$ cat config.mk
export PLATFORM = sky130hd
export DESIGN_NAME = magnetron_control
export DESIGN_NICKNAME = d
export VERILOG_FILES = /design/src/rtl/magnetron_control.sv
export SDC_FILE = /design/constraint.sdc
export NUM_CORES = 1
export LEC_CHECK = 0
export ABC_AREA = 1
export BUFFER_PORTS_ARGS = -buffer_cell sky130_fd_sc_hd__buf_2
export CAP_MARGIN = 30
export CORE_MARGIN = 1.5
export CORE_UTILIZATION = 38
export DETAILED_ROUTE_END_ITERATION = 10
export PLACE_DENSITY = 0.54
export SETUP_SLACK_MARGIN = 0.05
export SLEW_MARGIN = 5
export SYNTH_ARGS = -nofsm -noshare
export SYNTH_HDL_FRONTEND = slang
export SYNTH_SLANG_ARGS = --single-unit
export TNS_END_PERCENT = 10
$ cat constraint.sdc
create_clock -name clk -period 1.67 [get_ports clk]
set_input_delay 0.167 -clock clk [delete_from_list [all_inputs] [get_ports clk]]
set_output_delay 0.167 -clock clk [all_outputs]
set_load 0.03 [all_outputs]
$ cat src/rtl/magnetron_control.sv
// rtl/magnetron_control.sv - magnetron power/duty controller with pause, resume and end-of-cook beep
module magnetron_control #(
    parameter int LEVELS      = 4,
    parameter int PERIOD      = 8,
    parameter int BEEP_CYCLES = 16,
    parameter int LVL_W       = 2
) (
    input  logic             clk,
    input  logic             resetn,
    input  logic             startn,
    input  logic             stopn,
    input  logic             clearn,
    input  logic             door_closed,
    input  logic             timer_done,
    input  logic [LVL_W-1:0] power_level,
    output logic             magnetron_on,
    output logic             timer_en,
    output logic             beep,
    output logic [1:0]       state
);

    localparam int PH_W = (PERIOD > 1) ? $clog2(PERIOD) : 1;
    localparam int BC_W = $clog2(BEEP_CYCLES + 1);

    typedef enum logic [1:0] {
        IDLE  = 2'b00,
        RUN   = 2'b01,
        PAUSE = 2'b10,
        DONE  = 2'b11
    } state_t;

    state_t            state_q, state_d;
    logic [PH_W-1:0]   phase_q, phase_d;
    logic [LVL_W-1:0]  lvl_q, lvl_d;
    logic [BC_W-1:0]   beep_q, beep_d;
    logic              startn_q, stopn_q;
    logic              start_evt, stop_evt, go;

    // Out-of-range requests run at the highest level rather than wrapping.
    function automatic logic [LVL_W-1:0] clamp_level(input logic [LVL_W-1:0] p);
        if (int'(p) >= LEVELS) begin
            return LVL_W'(LEVELS - 1);
        end
        return p;
    endfunction

    function automatic int on_cycles(input logic [LVL_W-1:0] l);
        return ((int'(l) + 1) * PERIOD) / LEVELS;
    endfunction

    assign start_evt = ~startn & startn_q;
    assign stop_evt  = ~stopn & stopn_q;
    // A start only counts when nothing of higher priority is present on the same edge.
    assign go        = clearn & ~stop_evt & start_evt & door_closed & ~timer_done;

    always_ff @(posedge clk or negedge resetn) begin
        if (!resetn) begin
            state_q  <= IDLE;
            phase_q  <= '0;
            lvl_q    <= '0;
            beep_q   <= '0;
            startn_q <= 1'b1;
            stopn_q  <= 1'b1;
        end else begin
            state_q  <= state_d;
            phase_q  <= phase_d;
            lvl_q    <= lvl_d;
            beep_q   <= beep_d;
            startn_q <= startn;
            stopn_q  <= stopn;
        end
    end

    always_comb begin
        state_d = state_q;
        phase_d = phase_q;
        lvl_d   = lvl_q;
        beep_d  = beep_q;
        case (state_q)
            IDLE: begin
                if (go) begin
                    state_d = RUN;
                    phase_d = '0;
                    lvl_d   = clamp_level(power_level);
                end
            end
            RUN: begin
                if (!clearn) begin
                    state_d = IDLE;
                end else if (stop_evt) begin
                    state_d = PAUSE;
                end else if (timer_done) begin
                    state_d = DONE;
                    beep_d  = BC_W'(BEEP_CYCLES);
                end else if (!door_closed) begin
                    state_d = PAUSE;
                end else begin
                    phase_d = (phase_q == PH_W'(PERIOD - 1)) ? '0 : phase_q + 1'b1;
                end
            end
            PAUSE: begin
                if (!clearn || stop_evt) begin
                    state_d = IDLE;
                end else if (go) begin
                    state_d = RUN;
                    phase_d = '0;
                    lvl_d   = clamp_level(power_level);
                end
            end
            DONE: begin
                if (!clearn || beep_q <= BC_W'(1)) begin
                    state_d = IDLE;
                    beep_d  = '0;
                end else begin
                    beep_d = beep_q - 1'b1;
                end
            end
            default: state_d = IDLE;
        endcase
    end

    assign magnetron_on = (state_q == RUN) && (int'(phase_q) < on_cycles(lvl_q));
    assign timer_en     = (state_q == RUN);
    assign beep         = (state_q == DONE);
    assign state        = state_q;

endmodule

Word level (Yosys, flattened, before mapping)

Cells that the tools add are included.

Register bits after elaboration: 14
Output and inout port bits: 5
Word-level logic and storage cells: 69

Add/sub/neg operators: 3
$lt $le $gt $ge: 2
Equal/unequal tests: 12
Muxes and demuxes: 24
Bitwise logic cells: 10
Reductions and logical operators: 12

Operator list:

| cell                  | count |
|---|---|
| $mux W3               | 7 |
| $mux W5               | 4 |
| $mux W2               | 9 |
| $ne A2 B2 Y1 const B  | 6 |
| $pmux W5 S2           | 1 |
| $pmux W3 S3           | 1 |
| $pmux W2 S4           | 1 |
| $and A1 B1 Y1         | 6 |
| $reduce_and A6 Y1     | 1 |
| $le A5 B1 Y1 const B  | 1 |
| $ne A5 B4 Y1 const B  | 1 |
| $sub A5 B1 Y5 const B | 1 |
| $eq A2 B2 Y1 const B  | 2 |
| $lt A3 B4 Y1          | 1 |
| $not A1 Y1            | 4 |
| $pmux W2 S2           | 1 |
| $reduce_and A2 Y1     | 2 |
| $reduce_and A4 Y1     | 1 |
| $reduce_bool A2 Y1    | 2 |
| $add A2 B1 Y3 const B | 1 |
| $add A3 B1 Y3 const B | 1 |
| $eq A3 B3 Y1 const B  | 1 |
| $reduce_bool A3 Y1    | 1 |
| $eq A2 B1 Y1 const B  | 1 |
| 5 further kinds       | 6 |

Longest topological paths before layout

Word-level depth: 10
Gate-level depth with buffers: 8
Mapped depth without buffers: 8

Least setup slack after synthesis

OpenSTA, ideal clock, no wires.

Path type: reg2out
Start: register lvl_q[0]
End: output port magnetron_on
Arrival time: 1.536 ns
Required time: 1.503 ns
Slack: -0.033 ns
Stages on the path, launching flop included: 8
Buffers on the path: 0
Cell sequence: dfrtp_1 ha_1 inv_1 ha_1 o21a_1 nor2_1 nor2_1 nor2_1

Cells in the longest elaborated chain, start to end: 3

RTL lines:

| element                | line | text |
|---|---|---|
| start, declared        | 34   | `logic [LVL_W-1:0] lvl_q, lvl_d;` |
| start signal, assigned | 67   | `lvl_q <= lvl_d;` |
| $add A2 B1 Y3          | 48   | `return ((int'(l) + 1) * PERIOD) / LEVELS;` |
| $lt A3 B4 Y1           | 122  | `assign magnetron_on = (state_q == RUN) && (int'(phase_q) < on_cycles(lvl_q));` |
| $logic_and A1 B1 Y1    | 122  |  |
| end, declared          | 16   | `output logic magnetron_on,` |

No other way between the ends.

Worst setup path after layout

Start: register lvl_q[1]
End: output port magnetron_on

Same word-level chain as after synthesis.

==> flow_metrics.tcl <==
set metrics [dict create \
    setup_ws_ns -0.1940 \
    synth.top_cell.area_share 0.3333 \
    dr_wl_met3_um 54 \
    critPathMaxStageDelay_ns 0.40 \
    cp-endpoint "magnetron_on" \
    cts_buffer_depth 2 \
    cts.sinks 14 \
    finalSetupViolations 1 \
    synth.most_common_cell "nand2_1" \
    yosysSeqAreaShare 0.3917 \
    cp_num_cells 8 \
    numCtsBuffers 3 \
    dieArea_um2 2672 \
    synth_common_cells "31 x nand2_1, 15 x inv_1, 12 x dfrtp_1, 12 x nor2_1" \
    yosys.area.top_type "dfrtp_1" \
    cp.arrival_ns 1.70 \
    crit_chain "ha_1 -> inv_1 -> ha_1 -> o21a_1 -> nor2_1 -> nor2_1 -> nor2_2 -> buf_6" \
    ioPinCount 14 \
    synthFlopType "dfrtp_1" \
    syn_inst 114 \
    synth_edf_count 0 \
    root_buffer "clkbuf_4" \
    die_w_um 51.69 \
    routedWlPerCell_um 10.55 \
    cts_tree "yes" \
    rows 17 \
    startpoint "lvl_q[1]" \
    setup_tns_ns -0.1940 \
    slowest_stage "dfrtp_1" \
    drt_drc_violations_left 0 \
    fin_util 0.4756 \
    clk-insertion-delay-late_ns 0.28 \
    path_max_fanout 2 \
    syn_area_um2 900.9 \
    ys_ff_latch 14 \
    worstRegToRegCells 6 \
    syn-num-nets 129 \
    io_buffers 13 \
    nets 150 \
    clk_pin_slew_ns 0.08 \
    hold_path_class "primary input to flip-flop" \
    track_usage 0.1457 \
    vias 781 \
    critPathCaptureType "primary output" \
    worstSetupStartpointType "flip-flop" \
    regToRegStartpoint "beep_q[0]" \
    grt_pass1_vias 676 \
    syn_avg_cell_area_um2 7.902 \
    p_leak_nw 0.5864 \
    power_density_nw_per_um2 738.2 \
    wl_met2_um 760 \
    core_um2 2233 \
    period_share 1.116 \
    wl_um 1698 \
    ant_nets 0 \
    finalHoldViolCount 0 \
    violations "negative setup slack" \
    finClkSkew_ns 0.001882 \
    peakVddDrop_mv 0.4318 \
    cp_top_family "adder cells" \
    cts_max_level 1 \
    p_total_w 0.0007842 \
    drv_slew 0 \
    r2r_end "state[1]" \
    crit_type "flip-flop to primary output" \
    ys_warn_count 0 \
    post-place-ws_ns 0.06704 \
    hold_start "power_level[1]" \
    outcome "finished with violations" \
    num_antenna_cells 0 \
    maxCapViolCount 0 \
    rrSetupSlack_ns 0.28 \
    cp.required_ns 1.50 \
    post_drt_via_cell_ratio 4.851 \
    drive_gt1_frac 0.2180 \
    drt-met1-wl_um 856 \
    area_delta_synth_final_pct 17.92 \
    firstDrtPassIters 4 \
    dp_hpwl_um 1341 \
    fp.dieH_um 51.69 \
    fin_hold_ws_ns 0.09067 \
    grt-ovfl-total 0 \
    grt_start_max_net_pins 15 \
    gp_congestion 0.8123 \
    start_util 0.4034 \
    relSlewSlack 0.7424 \
    synth_area_leaders "dfrtp_1 33%, nand2_1 13%, ha_1 8.3%" \
    synthArstFlopShare 1.000 \
    topRoutingLayerUsed "met4" \
    antenna_found_initial 0 \
    fin_crit_ns 1.864 \
    max_clock_freq_mhz 536.5 \
    rsz0062_at_grt "true" \
    drt_iter0_markers 12 \
    fillers 233 \
    tightest_slew_ns 0.3838 \
    grt_pass1_wl_um 2856 \
    synth.distinct_cells 24 \
    cp_num_buf_inv 2 \
]
==> cell families after synthesis <==
group	Yosys count	share of synthesized area
muxes	1	0.01111
and+or+nand+nor	61	0.3250
AOI/OAI and AO/OA	13	0.1000
xor gates and xnor gates	1	0.009724
DFF	14	0.3917
adders and majority gates	6	0.08333
buffers and inverters	18	0.07917
==> flip-flops by register name, indices dropped and copies added, names as in the netlist <==
name      count
phase_q       3
lvl_q         2
startn_q      1
state         2
beep_q        5
stopn_q       1
==> what timing repair did <==
| item | 4_1_cts | 5_1_grt |
|---|---|---|
| gates resized for setup | 2 | 0 |
| pin swaps | 1 | 0 |
| hold buffers | 3 | 0 |
| buffers inserted | 1 | 0 |
| setup endpoints to repair | 1 | 1 |
| hold endpoints to repair | 14 | 0 |
==> worst min path at each step <==
stage,to,slack [ns],cells past startpoint
after global placement,beep_q[0],0.08,1
final,lvl_q[1],0.09,3
after CTS,lvl_q[0],0.09,3
after floorplan,beep_q[0],-0.13,0
after detailed placement,state[1],0.08,1
after global routing,lvl_q[1],0.10,3
==> metal layers <==
metal,GRT usage,up-vias
li1,-,411
met1,0.1974,352
met2,0.2265,14
met3,0.02586,4
met4,0.06579,0
met5,0,-
==> layout make-up <==
type,count,area (um^2),share of cell area
multi-input cells,82,479.2,0.4511
flip-flops and latches,14,352.8,0.3322
repair buffers,17,108.9,0.1025
inverters,17,63.81,0.06007
well taps,28,35.03,0.03298
clock buffers,3,22.52,0.02120
==> worst register-to-register path: cells and delay by family (launching register included) <==
family          cells  cell delay (ns)
compound gates      1             0.14
flops               1             0.43
simple gates        4             0.50
fa+ha+maj           1             0.20
==> power by group <==
group	leakage, nW	switching, W	total (W)	internal [W]
registers	0.180	0.0000252	0.000395	0.000370
logic	0.392	0.000112	0.000197	0.0000844
clock network	0.0138	0.000109	0.000193	0.0000837
==> per-stage QoR <==
step | instances | cell area (um^2)
global placement | 154 | 996.0
finish | 161 | 1062
global route | 161 | 1062
detailed placement | 154 | 996.0
floorplan | 114 | 903.4
CTS | 161 | 1062
==> layout by cell type (no fill, tap or decap), drive strengths merged <==
master and count:
o21ai 8, clkbuf 3, mux2i 1, buf 14
o22ai 1, nand2 34, nor3 1, nand3b 1
nand4 6, nor2 12, nand3 7, dfrtp 12
inv 17, o21bai 1, dlygate4sd3 3, a21oi 2
ha 6, o21a 1, dfstp 2, xor2 1
Power figures use the tool's default switching activity.
